--- src/rtl/sync_ram_bytelane.sv ---
// Single-clock RAM with separate read/write ports, byte-lane writes, 1- or 2-cycle reads and a clear engine.
// Latency: READ_LATENCY cycles from an accepted read to r_valid; no backpressure, requests ignored while busy.
module sync_ram_bytelane #(
    parameter int DATA_WIDTH     = 8,
    parameter int ADDR_WIDTH     = 4,
    parameter int DEPTH          = 16,
    parameter int BYTE_WIDTH     = 8,
    parameter int READ_LATENCY   = 1,
    parameter int RDW_MODE       = 0,
    parameter int CLEAR_ON_RESET = 1,
    parameter logic [DATA_WIDTH-1:0] CLEAR_VALUE = '0
) (
    input  logic                                 clk,
    input  logic                                 rst,
    input  logic                                 r_en,
    input  logic [ADDR_WIDTH-1:0]                r_adr,
    output logic [DATA_WIDTH-1:0]                r_dat,
    output logic                                 r_valid,
    input  logic                                 w_en,
    input  logic [ADDR_WIDTH-1:0]                w_adr,
    input  logic [DATA_WIDTH-1:0]                w_dat,
    input  logic [DATA_WIDTH/BYTE_WIDTH-1:0]     w_sel,
    input  logic                                 clear,
    output logic                                 busy
);

    localparam int NLANES = DATA_WIDTH / BYTE_WIDTH;
    localparam logic [ADDR_WIDTH-1:0] LAST_PTR = ADDR_WIDTH'(DEPTH - 1);
    localparam logic [ADDR_WIDTH:0]   DEPTH_W  = (ADDR_WIDTH + 1)'(DEPTH);

    typedef enum logic {S_IDLE, S_CLEAR} state_t;

    state_t                  r_state;
    logic [ADDR_WIDTH-1:0]   r_ptr;
    logic [DATA_WIDTH-1:0]   r_mem [DEPTH];
    logic                    r_s1_vld;
    logic [DATA_WIDTH-1:0]   r_s1_dat;

    logic                    w_wr_ok;
    logic                    w_rd_acc;
    logic                    w_rd_in_range;
    logic [DATA_WIDTH-1:0]   w_rd_word;

    assign busy          = (r_state == S_CLEAR);
    assign w_wr_ok       = ~busy & w_en & ({1'b0, w_adr} < DEPTH_W);
    assign w_rd_acc      = ~busy & r_en;
    assign w_rd_in_range = ({1'b0, r_adr} < DEPTH_W);

    always_ff @(posedge clk or posedge rst) begin
        if (rst) begin
            r_state <= (CLEAR_ON_RESET != 0) ? S_CLEAR : S_IDLE;
            r_ptr   <= '0;
        end else begin
            case (r_state)
                S_IDLE: begin
                    if (clear) begin
                        r_state <= S_CLEAR;
                        r_ptr   <= '0;
                    end
                end
                S_CLEAR: begin
                    if (r_ptr == LAST_PTR) begin
                        r_state <= S_IDLE;
                        r_ptr   <= '0;
                    end else begin
                        r_ptr <= r_ptr + 1'b1;
                    end
                end
                default: r_state <= S_IDLE;
            endcase
        end
    end

    // The clear engine owns the write port; the array itself is never reset.
    always_ff @(posedge clk) begin
        if (busy && !rst) begin
            r_mem[r_ptr] <= CLEAR_VALUE;
        end else if (w_wr_ok) begin
            for (int i = 0; i < NLANES; i++) begin
                if (w_sel[i]) begin
                    r_mem[w_adr][i*BYTE_WIDTH +: BYTE_WIDTH] <= w_dat[i*BYTE_WIDTH +: BYTE_WIDTH];
                end
            end
        end
    end

    always_comb begin
        w_rd_word = '0;
        if (w_rd_in_range) begin
            w_rd_word = r_mem[r_adr];
            if ((RDW_MODE != 0) && w_wr_ok && (w_adr == r_adr)) begin
                for (int i = 0; i < NLANES; i++) begin
                    if (w_sel[i]) begin
                        w_rd_word[i*BYTE_WIDTH +: BYTE_WIDTH] = w_dat[i*BYTE_WIDTH +: BYTE_WIDTH];
                    end
                end
            end
        end
    end

    always_ff @(posedge clk or posedge rst) begin
        if (rst) begin
            r_s1_vld <= 1'b0;
            r_s1_dat <= '0;
        end else begin
            r_s1_vld <= w_rd_acc;
            if (w_rd_acc) begin
                r_s1_dat <= w_rd_word;
            end
        end
    end

    generate
        if (READ_LATENCY == 2) begin : g_lat2
            always_ff @(posedge clk or posedge rst) begin
                if (rst) begin
                    r_valid <= 1'b0;
                    r_dat   <= '0;
                end else begin
                    r_valid <= r_s1_vld;
                    if (r_s1_vld) begin
                        r_dat <= r_s1_dat;
                    end
                end
            end
        end else begin : g_lat1
            assign r_valid = r_s1_vld;
            assign r_dat   = r_s1_dat;
        end
    endgenerate

endmodule

--- config.mk ---
export PLATFORM = sky130hd
export DESIGN_NAME = sync_ram_bytelane
export DESIGN_NICKNAME = d
export VERILOG_FILES = /design/src/rtl/sync_ram_bytelane.sv
export SDC_FILE = /design/constraint.sdc
export NUM_CORES = 1
export LEC_CHECK = 0
export BUFFER_PORTS_ARGS = -buffer_cell sky130_fd_sc_hd__buf_4
export CELL_PAD_IN_SITES_DETAIL_PLACEMENT = 0
export CELL_PAD_IN_SITES_GLOBAL_PLACEMENT = 1
export CORE_UTILIZATION = 25
export CTS_CLUSTER_DIAMETER = 50
export DETAILED_ROUTE_END_ITERATION = 7
export HOLD_SLACK_MARGIN = 0.06
export PLACE_DENSITY = 0.49
export SYNTH_ARGS = -nofsm -noshare
export SYNTH_HDL_FRONTEND = slang
export SYNTH_SLANG_ARGS = --single-unit
export TNS_END_PERCENT = 100
--- constraint.sdc ---
create_clock -name clk -period 2.3 [get_ports clk]
set_input_delay 0.46 -clock clk [delete_from_list [all_inputs] [get_ports clk]]
set_output_delay 0.46 -clock clk [all_outputs]
set_load 0.01 [all_outputs]
==> Flow_metrics.wiki, run 1 <==
{| class="wikitable"
! Metric !! Value
|-
| Cell Rows || 55
|-
| Maximum root-to-sink buffer count || 2
|-
| Global-route wire length before repair || ~22000 um
|-
| Area of the mapped netlist || 5830 sq um
|-
| Synthesized area per cell || 15.7 sq um
|-
| Met3 WL post-DR || 638 um
|-
| Fin crit period || 2.17 ns
|-
| Total of warnings raised by yosys || 0
|-
| DP HPWL || 9960 um
|-
| Placeable core area || 22800 sq um
|-
| MaxCap Viol Count || 0
|-
| TritonCTS clock tree || done
|-
| Critical Path End Type || flip-flop
|-
| Cell type of the slowest stage on the worst timing path || sky130_fd_sc_hd__nor2_1
|-
| Maximum number of pins on one net before global-route repair || 35
|-
| Number of endpoints with negative hold slack in the final report || 0
|-
| Slack of the worst reg-to-reg path || 0.13 ns
|-
| Die height || 155 um
|-
| Count of port buffers added during placement || 31
|-
| Hold crit path type || in -> async
|-
| Post-synth net total || a little under 400
|-
| Share of the clock period used by the worst path after layout || 94.3%
|-
| Overall overflow remaining after global route || 0
|-
| Number of standard cells after synthesis || between 300 and 400
|-
| Antenna diode count || 0
|-
| Power per unit of standard cell area || 995 nW/um^2
|-
| Number of iterations in the first detailed-routing pass || 4
|-
| Number of clock buffers inserted by TritonCTS || 17
|-
| WL final || 14600 um
|-
| Register share of total power || between 40% and 50%
|-
| Total length of routed met2 wires || 6580 um
|-
| I/O Pins || 32
|-
| Final routed wire length divided by cell count || 19.0 um
|-
| Synth unique cells || 36
|-
| Number of filler instances in the final layout || 2255
|-
| DRT iter0 DRCs || 241
|-
| Part of the Yosys area used for sequential elements || a little under three quarters
|-
| Worst path max stage delay || 0.59 ns
|-
| Area growth from synthesis to layout || 24.2%
|-
| Proportion of power drawn by combinational gates || 16.0%
|-
| Internal power summed over all cells || approximately 0.0054 W
|-
| Starting utilization of the core area || roughly a quarter
|-
| Highest achievable clock rate || 0.461 GHz
|-
| Overall fraction of global-route tracks in use || 13.0%
|-
| Root Driver || sky130_fd_sc_hd__clkbuf_16
|-
| Kind of critical path || reg -> reg
|-
| DRC || 0
|-
| Metal1 wirelength || 7260 um
|-
| Type of origin of the critical path || flip-flop
|-
| Worst Setup Slack, final || 0.131 ns
|-
| GPL Wtd Cong || around 0.71
|-
| Number of clock sinks seen by CTS || 142
|-
| Headroom to the max-slew limit || 50.1%
|-
| Cell Count Post-Placement || approximately 740
|-
| Slew at the pin closest to its max-slew limit || 0.746 ns
|-
| Unrepaired setup endpoints after global routing || false
|-
| Setup repair bufs after CTS || 0
|-
| DIE WIDTH || 155 um
|-
| Cell-by-cell trace of the critical path || and3b_1 -> a32o_1 -> nand2_2 -> nor2_1
|-
| Status || finished clean
|-
| Net switching share of the total power || 25.3%
|-
| Highest Signal Layer || met4
|-
| Setup-violating endpoint count in the final report || 0
|-
| Worst setup timing slack at the placement stage || -0.0463 ns
|-
| Worst clock skew || 0.0115 ns
|-
| Number of global-route vias before repair || 3435
|-
| Count of nets after finishing || 465
|-
| Clock share of power || 38.4%
|-
| CTS clock-pin slew for the worst setup and hold paths || roughly 0.060 ns
|-
| Clock latency on the worst-skew pair || 0.42 ns
|-
| Number of vias in the routed layout || 3285
|-
| Net switching power || 0.00182 W
|-
| CTS H-Tree Depth || 4
|-
| Worst path arrival time || 2.21 ns
|-
| Crit path max fanout || 11
|-
| Share of cells above drive strength 1 || 25.1%
|-
| Post-detailed-route via-to-cell ratio || about 4.3
|-
| Initial antenna violation count || 0
|-
| Worst IR Drop VDD || 0.364 mV
|-
| Data required time of the worst path || 2.34 ns
|-
| Final slew viol count || 0
|-
| Antenna-violating nets left || 0
|-
| Die Area || 23900 sq um
|-
| Flop and latch count out of synthesis || 142
|-
| Leak pwr || around 2.7 nW
|-
| Filler-free cell count of the finished design || 768
|}
[power by group through the flow]
| stage | sequential [W] | combinational, W | clock, W |
|---|---|---|---|
| detailed placement | 0.00334 | 0.00116 | 0 |
| floorplan | 0.00333 | 0.000609 | 0 |
| finish | 0.00328 | 0.00115 | 0.00277 |
| global route | 0.00332 | 0.00127 | 0.00293 |
| global placement | 0.00333 | 0.00114 | 0 |
| CTS | 0.00328 | 0.00117 | 0.00283 |
[area by class of cell]
class                   instances  area, sq um  area share (%)
inverters                       6         22.5           0.311
well taps                     313          392            5.41
clock inverters                 6         40.0           0.553
clock buffers                  26          584            8.07
flip-flops and latches        142         4200            57.9
multi-input cells             204         1450            20.0
repair buffers                 71          558            7.71
[worst max-delay path, delay by kind of cell, from the launching register on]
family | cells | cell delay [ns]
AND/OR/NAND/NOR | 3 | 1.18
flip-flops | 1 | 0.37
AO/OA/AOI/OAI | 1 | 0.25
[Yosys cell counts (all sizes together)]
library cell | count | area (sq um)
nor3b | 2 | 15.0
nor2b | 3 | 18.8
nand3 | 18 | 90.1
a41oi | 1 | 8.76
dfrtp | 13 | 325
o21ai | 4 | 20.0
nor3 | 1 | 5.00
mux2i | 65 | 663
edfxtp | 128 | 3840
mux2 | 1 | 15.0
nand2b | 2 | 12.5
nand2 | 34 | 138
clkbuf | 2 | 7.51
a22oi | 24 | 180
a32o | 2 | 20.0
o22ai | 1 | 6.26
a21o | 1 | 7.51
buf | 17 | 159
a21oi | 1 | 5.00
a31oi | 4 | 25.0
nor2 | 20 | 80.1
inv | 6 | 22.5
and2 | 10 | 62.6
nand4 | 8 | 50.1
dfstp | 1 | 26.3
ha | 1 | 12.5
and3b | 1 | 8.76
[logic make-up (layout without fill, tap and decap cells)]
family                     count (synthesis)  in the layout  share of synthesized area [%]
AOI/OAI and AO/OA                         38             38                           4.68
adders and majority gates                  1              1                          0.215
buffers and inverters                     25            109                           3.24
DFF                                      142            142                           72.0
muxes                                     66             66                           11.6
and+or+nand+nor                           99             99                           8.24
[placed cells by master (no fill, tap or decap), types with 5 or more instances in the layout]
cell                        instances
sky130_fd_sc_hd__inv_1              5
sky130_fd_sc_hd__mux2i_1           64
sky130_fd_sc_hd__a22oi_1           24
sky130_fd_sc_hd__clkbuf_16         21
sky130_fd_sc_hd__nor2_1            16
sky130_fd_sc_hd__and2_1             9
sky130_fd_sc_hd__nand2_1           30
sky130_fd_sc_hd__nand4_1            8
sky130_fd_sc_hd__edfxtp_1         128
sky130_fd_sc_hd__dfrtp_1           13
sky130_fd_sc_hd__buf_4             69
sky130_fd_sc_hd__nand3_1           18
[flip-flops by register name (all words and copies together), names as in the netlist]
name / cells
r_mem: 128
r_dat: 8
r_valid: 1
r_ptr: 4
busy: 1
[final timing paths]
path,start,to,cells past startpoint
setup reg to reg,busy,r_mem[13][3],4
hold / removal,rst,r_ptr[1],3
hold reg to reg,r_dat[3],r_dat[3],2
min in group clk,clear,r_ptr[1],2
max in group asynchronous,rst,busy,3
setup / recovery,busy,r_mem[13][3],4
[stage by stage]
step	hold WS, ns	total power, W	TNS (ns)	area, sq um	utilization, %
finish	0.176	0.00720	0	7240	31.8
global route	0.170	0.00751	0	7240	31.8
CTS	0.165	0.00728	0	7240	31.8
detailed placement	0.487	0.00450	-0.438	6610	29.0
global placement	0.481	0.00447	0	6610	29.0
floorplan	0.365	0.00393	0	5830	-
[what timing repair did]
action,CTS,global route
endpoints found under the setup margin,1,8
hold buffers,0,0
gates resized for setup,1,1
endpoints found under the hold margin,0,0
[metal layers]
layer / track usage (%) / vias to the layer above
li1: - / 1559
met1: 18.4 / 1647
met2: 19.0 / 66
met3: 3.75 / 13
met4: 4.38 / 0
met5: 0 / -
No activity file was read; power rests on OpenSTA's default activity.
==> run 2, diff against run 1 <==
--- a/config.mk
+++ b/config.mk
@@ -9,6 +9,7 @@
 export CELL_PAD_IN_SITES_DETAIL_PLACEMENT = 0
 export CELL_PAD_IN_SITES_GLOBAL_PLACEMENT = 1
 export CORE_UTILIZATION = 25
+export CTS_BUF_LIST = sky130_fd_sc_hd__clkbuf_16
 export CTS_CLUSTER_DIAMETER = 50
 export DETAILED_ROUTE_END_ITERATION = 7
 export HOLD_SLACK_MARGIN = 0.06
==> Flow_metrics.wiki, run 2 (synthesis results as in run 1) <==
{| class="wikitable"
! Metric !! Value
|-
| CTS clock-pin slew for the worst setup and hold paths || 0.06 ns (about the same)
|-
| Number of flip-flops under the largest register name || 128 (unchanged)
|-
| WL final || 14600 um (-0.28%)
|-
| Crit path max fanout || 11 (unchanged)
|-
| Count of port buffers added during placement || 31 (unchanged)
|-
| Unrepaired setup endpoints after global routing || false
|-
| Antenna-violating nets left || 0 (unchanged)
|-
| Data required time of the worst path || 2.35 ns (about the same)
|-
| Overall overflow remaining after global route || 0 (unchanged)
|-
| Quantity of hold-fixing buffers added after cts || 0 (unchanged)
|-
| Post-cts repair resize count || 1 (unchanged)
|-
| GPL Wtd Cong || 0.709 (unchanged)
|-
| Cell Count Post-Placement || 736 (unchanged)
|-
| Type of origin of the critical path || flip-flop
|-
| Fin crit period || 2.17 ns (-0.00301 ns)
|-
| Number of vias in the routed layout || 3282 (-0.091%)
|-
| TritonCTS clock tree || done
|-
| MaxCap Viol Count || 0 (unchanged)
|-
| Number of clock sinks seen by CTS || 142 (unchanged)
|-
| Filler-free cell count of the finished design || 768 (unchanged)
|-
| Worst clock skew || 0.0147 ns (+0.00318 ns)
|-
| Number of clock buffers inserted by TritonCTS || 17 (unchanged)
|-
| Initial antenna violation count || 0 (unchanged)
|-
| Critical Path End Type || flip-flop
|-
| Hold crit path type || in -> async
|-
| Final routed wire length divided by cell count || 19.0 um (-0.28%)
|-
| Leak pwr || 2.72 nW (-0.67%)
|-
| Number of iterations in the first detailed-routing pass || 4 (unchanged)
|-
| Maximum root-to-sink buffer count || 2 (unchanged)
|-
| Maximum number of pins on one net before global-route repair || 35 (unchanged)
|-
| Die height || 155 um (unchanged)
|-
| Setup repair bufs after CTS || 0 (unchanged)
|-
| Worst setup timing slack at the placement stage || -0.0463 ns (unchanged)
|-
| Commonest cells after routing, fill and taps aside || sky130_fd_sc_hd__edfxtp_1, sky130_fd_sc_hd__buf_4, sky130_fd_sc_hd__mux2i_1
|-
| Cell Rows || 55 (unchanged)
|-
| Finished Core Util || 31.6% (-0.18 points)
|-
| Placeable core area || 22800 sq um (unchanged)
|-
| Count of nets after finishing || 465 (unchanged)
|-
| DRC || 0 (unchanged)
|-
| Headroom to the max-slew limit || 51.1% (+1.0 points)
|-
| Slew at the pin closest to its max-slew limit || 0.730 ns (-0.0155 ns)
|-
| Top flop regs || r_mem (128), r_dat (8), r_ptr (4)
|-
| Area after detailed placement || 6610 sq um (unchanged)
|-
| Root Driver || sky130_fd_sc_hd__clkbuf_16
|-
| CTS H-Tree Depth || 4 (unchanged)
|-
| Starting utilization of the core area || 25.6% (unchanged)
|-
| Post-detailed-route via-to-cell ratio || 4.27 (about the same)
|-
| Clock latency on the worst-skew pair || 0.42 ns (about the same)
|-
| Final slew viol count || 0 (unchanged)
|-
| Startpoint of the lowest-slack register-to-register path || busy
|-
| Kind of critical path || reg -> reg
|-
| DIE WIDTH || 155 um (unchanged)
|-
| Worst IR Drop VDD || 0.361 mV (-0.85%)
|-
| Worst path arrival time || 2.22 ns (about the same)
|-
| Highest achievable clock rate || 0.462 GHz (+0.14%)
|-
| Share of cells above drive strength 1 || 24.2% (-0.88 points)
|-
| I/O Pins || 32 (unchanged)
|-
| Number of endpoints with negative hold slack in the final report || 0 (unchanged)
|-
| Number of filler instances in the final layout || 2256 (+0.044%)
|-
| Die Area || 23900 sq um (unchanged)
|-
| Most common cell after layout, fill and taps aside || sky130_fd_sc_hd__edfxtp_1
|-
| Largest Register || r_mem
|-
| Cell depth of the worst flop-to-flop path || 4 (unchanged)
|-
| Number of global-route vias before repair || 3432 (-0.087%)
|-
| DP HPWL || 9960 um (unchanged)
|-
| Slack of the worst reg-to-reg path || 0.13 ns (about the same)
|-
| Worst Setup Slack, final || 0.134 ns (+0.00301 ns)
|-
| Status || finished clean
|-
| Reg-to-Reg End || r_mem[3][7]
|-
| Overall fraction of global-route tracks in use || 13.0% (about the same)
|-
| Global-route wire length before repair || 22100 um (about the same)
|-
| Setup-violating endpoint count in the final report || 0 (unchanged)
|-
| Worst hold margin || 0.179 ns (+0.00332 ns)
|-
| DRT iter0 DRCs || 218 (-9.5%)
|-
| Antenna diode count || 0 (unchanged)
|-
| Final instance area || 7200 sq um (-0.55%)
|-
| Area growth from synthesis to layout || 23.6%
|-
| Power per unit of standard cell area || 980 nW/um^2 (-1.5%)
|-
| Share of the clock period used by the worst path after layout || 94.2% (-0.13 points)
|}
[run 2: changes by cell type in the layout (fill, tap and decap cells not counted), sizes merged]
cell and delta:
clkbuf -5, clkinv +4, inv +1
[run 2: final cells by class]
| cell class | instances | area (sq um) | area share, % |
|---|---|---|---|
| clock inverters | 11 | 58.8 | 0.817 |
| inverters | 6 | 22.5 | 0.313 |
| clock buffers | 21 | 526 | 7.30 |
| well taps | 313 | 392 | 5.44 |
| multi-input cells | 204 | 1450 | 20.1 |
| repair buffers | 71 | 558 | 7.75 |
| flip-flops and latches | 142 | 4200 | 58.3 |
[run 2: metal layers]
metal | global-route usage (%) | vias to the layer above | part of all wire (%)
met1 | 18.4 | 1645 | 51
met3 | 3.75 | 11 | 3.3
met5 | 0 | - | 0
met2 | 18.9 | 66 | 45
met4 | 4.38 | 0 | 0.93
li1 | - | 1560 | -
[run 2: power by group]
group / leakage (nW) / switching (W) / internal (W) / total (W)
registers: 1.39 / 0.000157 / 0.00313 / 0.00329
logic: 1.04 / 0.000647 / 0.000504 / 0.00115
clock network: 0.290 / 0.00101 / 0.00161 / 0.00262
total: 2.72 / 0.00181 / 0.00525 / 0.00706
[run 2: through the flow]
| stage | power [W] | setup TNS, ns |
|---|---|---|
| global placement | 0.00447 | 0 |
| detailed placement | 0.00450 | -0.438 |
| floorplan | 0.00393 | 0 |
| CTS | 0.00714 | 0 |
| finish | 0.00706 | 0 |
| global route | 0.00737 | 0 |
[run 2: how the worst max path moves through the flow]
| stage | start | endpoint | slack, ns | cells past startpoint |
|---|---|---|---|---|
| 6_report | busy | r_mem[3][7] | 0.13 | 4 |
| 4_1_cts | busy | r_mem[3][7] | 0.13 | 4 |
| 3_5_place_dp | w_sel | r_mem[2][4] | -0.05 | 6 |
| 3_3_place_gp | w_sel | r_mem[3][4] | 0.05 | 5 |
| 5_1_grt | busy | r_mem[3][7] | 0.0009 | 4 |
| 2_1_floorplan | busy | r_mem[1][0] | 0.37 | 5 |
[run 2: worst max-delay path: stages, from the launching register on]
cell                      delay, ns
sky130_fd_sc_hd__dfstp_2       0.37
sky130_fd_sc_hd__and3b_1       0.51
sky130_fd_sc_hd__mux2i_4       0.32
sky130_fd_sc_hd__nand2_2       0.09
sky130_fd_sc_hd__nor2_1        0.51
==> run 3, diff against run 2 <==
==> constraint.sdc (replaced) <==
create_clock -name clk -period 2.35 [get_ports clk]
set_input_delay 0.47 -clock clk [delete_from_list [all_inputs] [get_ports clk]]
set_output_delay 0.47 -clock clk [all_outputs]
set_load 0.01 [all_outputs]
==> Flow_metrics.wiki, run 3 (synthesis results as in run 1) <==
{| class="wikitable"
! Metric !! Value
|-
| Status || finished clean
|-
| Number of global-route vias before repair || 3425 (-0.20%)
|-
| Overall overflow remaining after global route || 0 (unchanged)
|-
| Cell Rows || 55 (unchanged)
|-
| Count of nets after finishing || 458 (-1.5%)
|-
| Share of cells above drive strength 1 || 23.9% (-0.24 points)
|-
| MaxCap Viol Count || 0 (unchanged)
|-
| CTS clock-pin slew for the worst setup and hold paths || 0.06 ns (about the same)
|-
| Power per unit of standard cell area || 990 nW/um^2 (+1.0%)
|-
| Largest Register || r_mem
|-
| Slew at the pin closest to its max-slew limit || 0.791 ns (+0.0604 ns)
|-
| Antenna-violating nets left || 0 (unchanged)
|-
| Fin crit period || 2.23 ns (+0.0655 ns)
|-
| WL final || 14300 um (-1.6%)
|-
| Slack of the worst reg-to-reg path || 0.12 ns (-0.02 ns)
|-
| Number of vias in the routed layout || 3294 (+0.37%)
|-
| Area growth from synthesis to layout || 23.6% (unchanged)
|-
| Initial antenna violation count || 0 (unchanged)
|-
| Number of iterations in the first detailed-routing pass || 4 (unchanged)
|-
| Finished Core Util || 31.6% (unchanged)
|-
| Net switching share of the total power || 24.7% (-0.98 points)
|-
| Die Area || 23900 sq um (unchanged)
|-
| Register share of total power || 44.7% (-1.9 points)
|-
| Unrepaired setup endpoints after global routing || false
|-
| Number of endpoints with negative hold slack in the final report || 0 (unchanged)
|-
| Proportion of power drawn by combinational gates || 15.1% (-1.2 points)
|-
| DRC || 0 (unchanged)
|-
| Root Driver || sky130_fd_sc_hd__clkbuf_16
|-
| Number of clock sinks seen by CTS || 142 (unchanged)
|-
| Placeable core area || 22800 sq um (unchanged)
|-
| Worst clock skew || 0.00851 ns (-0.00619 ns)
|-
| Kind of critical path || reg -> reg
|-
| Number of flip-flops under the largest register name || 128 (unchanged)
|-
| DRT iter0 DRCs || 216 (-0.92%)
|-
| Most common cell after layout, fill and taps aside || sky130_fd_sc_hd__edfxtp_1
|-
| Setup-violating endpoint count in the final report || 0 (unchanged)
|-
| Maximum root-to-sink buffer count || 2 (unchanged)
|-
| Highest achievable clock rate || 0.448 GHz (-2.9%)
|-
| Worst IR Drop VDD || 0.424 mV (+17%)
|-
| DP HPWL || 9830 um (-1.3%)
|-
| Share of the clock period used by the worst path after layout || 94.9% (+0.78 points)
|-
| Die height || 155 um (unchanged)
|-
| Post-cts repair resize count || 0 (-1)
|-
| I/O Pins || 32 (unchanged)
|-
| Headroom to the max-slew limit || 47.1% (-4.0 points)
|-
| Internal power summed over all cells || 0.00537 W (+2.4%)
|-
| DIE WIDTH || 155 um (unchanged)
|-
| Critical Path End Type || flip-flop
|-
| Clock latency on the worst-skew pair || 0.42 ns (about the same)
|-
| Global-route wire length before repair || 21800 um (-1.4%)
|-
| Final routed wire length divided by cell count || 18.9 um (-0.60%)
|-
| Clock share of power || 40.1% (+3.0 points)
|-
| Type of origin of the critical path || flip-flop
|-
| Number of clock buffers inserted by TritonCTS || 17 (unchanged)
|-
| Area after detailed placement || 6560 sq um (-0.79%)
|-
| Post-detailed-route via-to-cell ratio || 4.33 (+1.4%)
|-
| Maximum number of pins on one net before global-route repair || 22 (-37%)
|-
| Antenna diode count || 0 (unchanged)
|-
| Hold crit path type || in -> async
|-
| Net switching power || 0.00176 W (-2.9%)
|-
| CTS H-Tree Depth || 4 (unchanged)
|-
| Top flop regs || r_mem (128), r_dat (8), r_ptr (4)
|-
| Final slew viol count || 0 (unchanged)
|-
| Final instance area || 7200 sq um (unchanged)
|-
| Count of port buffers added during placement || 31 (unchanged)
|-
| TritonCTS clock tree || done
|-
| GPL Wtd Cong || 0.738 (+4.1%)
|-
| Starting utilization of the core area || 25.6% (unchanged)
|-
| Commonest cells after routing, fill and taps aside || sky130_fd_sc_hd__edfxtp_1, sky130_fd_sc_hd__mux2i_1, sky130_fd_sc_hd__buf_4
|-
| Leak pwr || 2.70 nW (-0.85%)
|-
| Quantity of hold-fixing buffers added after cts || 0 (unchanged)
|-
| Data required time of the worst path || 2.40 ns (+0.05 ns)
|-
| Overall fraction of global-route tracks in use || 13.0% (-0.057 points)
|-
| Crit path max fanout || 13 (+2)
|-
| Setup repair bufs after CTS || 0 (unchanged)
|-
| Worst path arrival time || 2.28 ns (+0.06 ns)
|}
[run 3: cell types whose count changed in the layout (fill, tap and decap cells not counted)]
cell                         delta
sky130_fd_sc_hd__buf_4          -7
sky130_fd_sc_hd__clkinv_1       -2
sky130_fd_sc_hd__clkinv_4       -1
sky130_fd_sc_hd__nor2_2         +4
sky130_fd_sc_hd__clkinv_2       -2
sky130_fd_sc_hd__bufinv_16      +5
sky130_fd_sc_hd__clkbuf_16      -4
sky130_fd_sc_hd__nor2_1         -4
sky130_fd_sc_hd__inv_1          +1
sky130_fd_sc_hd__clkinvlp_4     +2
[run 3: power by group through the flow]
stage	registers (W)	logic, W	clock network [W]
global route	0.00322	0.00121	0.00301
CTS	0.00319	0.00108	0.00291
global placement	0.00324	0.00108	0
detailed placement	0.00324	0.00108	0
finish	0.00319	0.00108	0.00286
floorplan	0.00325	0.000596	0
[run 3: worst max-delay path: stages, from the launching register on]
cell                      delay [ns]
sky130_fd_sc_hd__dfstp_2        0.37
sky130_fd_sc_hd__and3b_1        0.50
sky130_fd_sc_hd__a31oi_1        0.30
sky130_fd_sc_hd__nor2_1         0.68
[run 3: path summary, 6_finish.rpt]
path / start / end / cells past startpoint
max reg2reg: busy / r_mem[15][3] / 3
min in group clk: clear / r_ptr[1] / 2
min: rst / r_ptr[3] / 3
max: busy / r_mem[15][3] / 3
max in group asynchronous: rst / busy / 3
min reg2reg: r_dat[1] / r_dat[1] / 2
[run 3: final cells by class]
type	count	area (sq um)
clock buffer	17	425
inverter	6	22.5
fill	2246	15600
multi-input combinational	204	1460
timing repair buffer	64	505
clock inverter	14	201
tap	313	392
sequential	142	4200
[run 3: layer usage]
layer	up-vias	global-route usage (%)	routed length, um
met5	-	0	0
li1	1544	-	-
met4	0	5.52	192
met3	15	3.47	694
met1	1655	17.8	7010
met2	80	19.2	6440
[run 3: through the flow]
step	total power, W	instances	setup WS, ns	setup TNS (ns)	hold WS [ns]
final	0.00713	760	0.119	0	0.159
after CTS	0.00718	760	0.0197	0	0.139
after global placement	0.00431	729	-0.0308	-0.662	0.474
after detailed placement	0.00432	729	-0.121	-2.92	0.479
after global routing	0.00743	760	0.0109	0	0.152
after floorplan	0.00385	371	0.419	0	0.375
